### config.mk
export PLATFORM = sky130hd
export DESIGN_NAME = xs3_serializer
export DESIGN_NICKNAME = d
export VERILOG_FILES = /design/src/rtl/xs3_serializer.sv
export SDC_FILE = /design/constraint.sdc
export NUM_CORES = 1
export LEC_CHECK = 0
export ABC_AREA = 1
export CAP_MARGIN = 20
export CORE_AREA = 2 2 63 76
export CTS_BUF_LIST = sky130_fd_sc_hd__clkbuf_8
export DETAILED_ROUTE_END_ITERATION = 10
export DIE_AREA = 0 0 65 78
export PLACE_DENSITY_LB_ADDON = 0.2
export RECOVER_POWER = 50
export SLEW_MARGIN = 20
export SYNTH_ARGS = -nofsm -noshare
export SYNTH_HDL_FRONTEND = slang
export SYNTH_SLANG_ARGS = --single-unit
export TNS_END_PERCENT = 1
### constraint.sdc
create_clock -name clk -period 4.8 [get_ports clk]
set_clock_uncertainty 0.2 [all_clocks]
set_input_delay 1.44 -clock clk [delete_from_list [all_inputs] [get_ports clk]]
set_output_delay 1.44 -clock clk [all_outputs]
set_load 0.01 [all_outputs]
### src/rtl/xs3_serializer.sv
// Excess-3 serializer: one-hot BCD digit in, framed serial excess-3 code out.
// Optional odd-parity fifth bit when XS3_SER_PARITY_EN is defined.
module xs3_serializer #(
    parameter int LSB_FIRST  = 1,
    parameter int GAP_CYCLES = 0,
    parameter int ERR_CNT_W  = 8
) (
    input  logic                 clk,
    input  logic                 rst,
    input  logic [9:0]           dec_in,
    input  logic                 in_valid,
    output logic                 in_ready,
    output logic                 ser_out,
    output logic                 ser_valid,
    output logic                 frame_start,
    output logic                 err,
    output logic [ERR_CNT_W-1:0] err_cnt
);

`ifdef XS3_SER_PARITY_EN
    localparam int FRAME_LEN = 5;
`else
    localparam int FRAME_LEN = 4;
`endif
    localparam logic [2:0] LAST_BIT = 3'(FRAME_LEN - 1);
    localparam logic [3:0] GAP_LAST = (GAP_CYCLES > 0) ? 4'(GAP_CYCLES - 1) : 4'd0;
    localparam logic [ERR_CNT_W-1:0] CNT_ONE = {{(ERR_CNT_W-1){1'b0}}, 1'b1};

    typedef enum logic [1:0] {IDLE, SHIFT, GAP} state_e;

    state_e                 state_q, state_d;
    logic [FRAME_LEN-1:0]   shreg_q, shreg_d;
    logic [2:0]             bitcnt_q, bitcnt_d;
    logic [3:0]             gapcnt_q, gapcnt_d;
    logic                   err_q, err_d;
    logic [ERR_CNT_W-1:0]   err_cnt_q, err_cnt_d;

    logic [3:0]             ones;
    logic [3:0]             digit;
    logic                   onehot;
    logic [3:0]             code;
    logic [FRAME_LEN-1:0]   frame_word;
    logic                   last_bit;
    logic                   accept;

    // Popcount and index of the highest set line; index is only used when one-hot.
    always_comb begin
        ones  = '0;
        digit = '0;
        for (int i = 0; i < 10; i++) begin
            if (dec_in[i]) begin
                ones  = ones + 4'd1;
                digit = 4'(i);
            end
        end
        onehot = (ones == 4'd1);
        code   = digit + 4'd3;
    end

    // Frame is pre-ordered so the shifter always emits bit 0 first.
    always_comb begin
        frame_word = '0;
        for (int i = 0; i < 4; i++) begin
            frame_word[i] = (LSB_FIRST != 0) ? code[i] : code[3-i];
        end
`ifdef XS3_SER_PARITY_EN
        frame_word[4] = ~^code;
`endif
    end

    assign last_bit = (state_q == SHIFT) && (bitcnt_q == LAST_BIT);
    assign in_ready = !rst && ((state_q == IDLE) || (last_bit && (GAP_CYCLES == 0)));
    assign accept   = in_valid && in_ready;

    always_comb begin
        state_d   = state_q;
        shreg_d   = shreg_q;
        bitcnt_d  = bitcnt_q;
        gapcnt_d  = gapcnt_q;
        err_d     = 1'b0;
        err_cnt_d = err_cnt_q;

        if (accept && !onehot) begin
            err_d = 1'b1;
            if (err_cnt_q != '1) begin
                err_cnt_d = err_cnt_q + CNT_ONE;
            end
        end

        case (state_q)
            IDLE: begin
                if (accept && onehot) begin
                    state_d  = SHIFT;
                    shreg_d  = frame_word;
                    bitcnt_d = '0;
                end
            end
            SHIFT: begin
                if (!last_bit) begin
                    shreg_d  = shreg_q >> 1;
                    bitcnt_d = bitcnt_q + 3'd1;
                end else if (accept && onehot) begin
                    shreg_d  = frame_word;
                    bitcnt_d = '0;
                end else begin
                    shreg_d  = '0;
                    bitcnt_d = '0;
                    if (!accept && (GAP_CYCLES > 0)) begin
                        state_d  = GAP;
                        gapcnt_d = '0;
                    end else begin
                        state_d = IDLE;
                    end
                end
            end
            GAP: begin
                if (gapcnt_q == GAP_LAST) begin
                    state_d  = IDLE;
                    gapcnt_d = '0;
                end else begin
                    gapcnt_d = gapcnt_q + 4'd1;
                end
            end
            default: state_d = IDLE;
        endcase
    end

    always_ff @(posedge clk or posedge rst) begin
        if (rst) begin
            state_q   <= IDLE;
            shreg_q   <= '0;
            bitcnt_q  <= '0;
            gapcnt_q  <= '0;
            err_q     <= 1'b0;
            err_cnt_q <= '0;
        end else begin
            state_q   <= state_d;
            shreg_q   <= shreg_d;
            bitcnt_q  <= bitcnt_d;
            gapcnt_q  <= gapcnt_d;
            err_q     <= err_d;
            err_cnt_q <= err_cnt_d;
        end
    end

    assign ser_valid   = (state_q == SHIFT);
    assign ser_out     = ser_valid && shreg_q[0];
    assign frame_start = ser_valid && (bitcnt_q == '0);
    assign err         = err_q;
    assign err_cnt     = err_cnt_q;

endmodule

==> impl_metrics.yaml <==
power:
  clkPwrFrac_pct: 10.3
  power.internal_uw: 621
  p_switching_uw: 474
  swShare_pct: 43.3
  p_leak_nw: 1.68
  p_per_area_nw_per_um2: 338
  p_seq_share_pct: 20.4
  combPwrFrac_pct: 69.3
  ir_drop_uv: 208
floorplanning:
  initial_utilization_pct: 45.3
  num_rows: 26
  pin_count: 26
  coreArea_um2: 4260
  die_x_um: 65
  die-area_um2: 5070
  fp.dieH_um: 78
route:
  wl_per_cell_um: 13.1
  drt-initial-drc-count: 83
  ant_nets: 0
  firstDrtPassIters: 4
  vias: 2223
  drt_wl_total_mm: 5.93
  avgViaCountPerCell: 4.91
  drc: 0
logic_synthesis:
  syn_avg_cell_area_um2: 6.72
  synth_cells: 287
  ys_ff_latch: 17
  syn_nets: 314
  synth.cell_area_um2: 1930
  ys_types: 29
  async_flop_share_pct: 100
  ys_seq_area_share_pct: 22.0
  ys.flop_type: "dfrtp_1"
  yosysWarnings: 0
  synth_edf_count: 0
worst_setup_path:
  setup.worst_path.start_class: "input pin"
  required_ns: 4.79
  max_stage_delay_ns: 0.31
  rr_endpoint: "shreg_q[2]$_DFFE_PP0P_"
  cp_max_fo: 7
  cp.arrival_ns: 6.05
  rr_worst_depth: 11
  worst-setup-path-type: "input pin to flip-flop"
  crit_slowest_cell: "ha_1"
  critical_path.most_common_cell: "ha_4"
  r2r_slack_ns: 2.48
  cp-end-kind: "flip-flop"
  regToRegStartpoint: "state_q[0]$_DFFE_PP0P_"
clock_network:
  cts.sinks: 17
  clk_latency_ns: 0.26
  cts_tree: "built"
  clock_path_buffers: 2
  cts_htree_levels: 1
  cts_buffers: 3
  clk_pin_slew_worst_paths_ns: 0.07
  cts_root_buffer: "clkbuf_8"
grt:
  grt_pass1_wl_mm: 9.72
  antenna_found_initial: 0
  grt_pass1_vias: 2300
  grtUsageTotal_pct: 23.9
  grt_max_degree: 18
  overflow: 0
final_layout:
  instances_no_fill: 453
  diodes: 0
  syn2layout_area_growth_pct: 67.9
  fin_util_pct: 76.0
  nets: 425
  final_cell_mix: "buf_4, nand2_1, inv_1"
  fillers: 309
  drive_gt1_share_pct: 46.6
  design_area_um2: 3240
  layout_commonest_cell: "buf_4"
placement:
  post-place-cells: 419
  hpwl_mm: 3.60
  io_buffers: 25
  gp_congestion: 0.788
  dpl_cell_area_um2: 2700
sta:
  tightest_slew_ns: 0.671
  setup_ws_ns: -1.26
  max_freq_mhz: 165
  hold_violations: 0
  maxSlewHeadroom_pct: 55.2
  rsz0062_at_grt: "true"
  hold_slack_ns: 0.304
  fin_crit_sh_pct: 126
  setup_viol: 17
  report.final.slew_viol_count: 0
  tns_ns: -20.06
  fin_crit_ns: 6.06
min_path:
  min_path_type: "flip-flop to flip-flop"
  holdPathStages: 2
  min_from: "shreg_q[3]$_DFFE_PP0P_"
  hold_end: "shreg_q[3]$_DFFE_PP0P_"
job:
  drv_cap: 0
status:
  status: "finished with violations"
  violations: "negative setup slack"
-- final cells by class --
| cell class | count | area, um^2 | share of cell area [%] |
|---|---|---|---|
| well taps | 56 | 70.1 | 2.16 |
| inverters | 46 | 185 | 5.72 |
| clock inverters | 1 | 5.00 | 0.154 |
| clock buffers | 3 | 41.3 | 1.27 |
| flip-flops and latches | 17 | 425 | 13.1 |
| repair buffers | 108 | 901 | 27.8 |
| multi-input cells | 222 | 1610 | 49.7 |
-- worst max-delay path, delay by kind of cell --
family	cells	cell delay (ns)
AOI/OAI and AO/OA	1	0.15
and+or+nand+nor	20	2.18
buffers and inverters	6	0.34
adders and majority gates	8	1.91
-- sequential cells by signal, indices dropped and copies added, names as in the netlist --
register and cells:
bitcnt_q 3, err 1, err_cnt 8, shreg_q 4, state_q 1
-- power groups by stage --
stage	combinational (mW)	clock [mW]	sequential, mW
3_3_place_gp	0.555	0	0.222
3_5_place_dp	0.571	0	0.222
2_1_floorplan	0.343	0	0.224
6_report	0.758	0.112	0.224
4_1_cts	0.689	0.115	0.224
5_1_grt	0.830	0.120	0.230
-- synth_stat cells, drive strengths merged, types with 2 or more instances --
| master | number | area share, % |
|---|---|---|
| o21ai | 10 | 2.6 |
| or2 | 4 | 1.3 |
| a21oi | 7 | 1.8 |
| a21boi | 3 | 1.2 |
| dfrtp | 17 | 22 |
| nand3 | 36 | 15 |
| nand3b | 2 | 0.97 |
| ha | 14 | 9.1 |
| nand4 | 10 | 3.6 |
| inv | 46 | 8.9 |
| xor2 | 4 | 1.8 |
| nor2 | 20 | 4.8 |
| nand2 | 106 | 25 |
| xnor2 | 2 | 0.91 |
-- worst max-delay path by stage --
stage	from	to	slack (ns)	cells past startpoint
final	dec_in[1]	shreg_q[2]$_DFFE_PP0P_	-1.26	35
after global routing	dec_in[1]	shreg_q[3]$_DFFE_PP0P_	-1.45	37
after CTS	dec_in[1]	shreg_q[2]$_DFFE_PP0P_	-1.17	37
after detailed placement	dec_in[1]	state_q[0]$_DFFE_PP0P_	-2.30	36
after global placement	dec_in[0]	shreg_q[2]$_DFFE_PP0P_	-2.16	37
after floorplan	dec_in[1]	shreg_q[0]$_DFFE_PP0P_	-1.63	37
-- logic make-up (layout without fill, tap and decap cells) --
family / Yosys count / count (layout) / share of synthesized area (%)
compound gates: 21 / 21 / 5.97
xor+xnor: 6 / 6 / 2.72
fa+ha+maj: 14 / 14 / 9.08
buf+inv: 48 / 158 / 9.40
flops: 17 / 17 / 22.0
simple gates: 181 / 181 / 50.8
-- routing by layer --
layer  GRT usage, %  wire length (um)
met3           3.91               133
met4           8.30               131
met1           26.7              2440
met5              0                 0
met2           44.7              3220
-- what timing repair did --
item                                    in CTS  in global routing
setup buffers                               27                  5
endpoints found under the setup margin      17                 17
resized for setup                           52                 30
pin swaps                                   29                 25
hold buffers                                 0                  0
endpoints found under the hold margin        0                  0
-- stage by stage --
stage	worst slack (ns)	power [mW]
global placement	-2.16	0.777
CTS	-1.17	1.03
finish	-1.26	1.09
global route	-1.45	1.18
detailed placement	-2.30	0.793
floorplan	-1.63	0.568
Power figures use the tool's default switching activity.
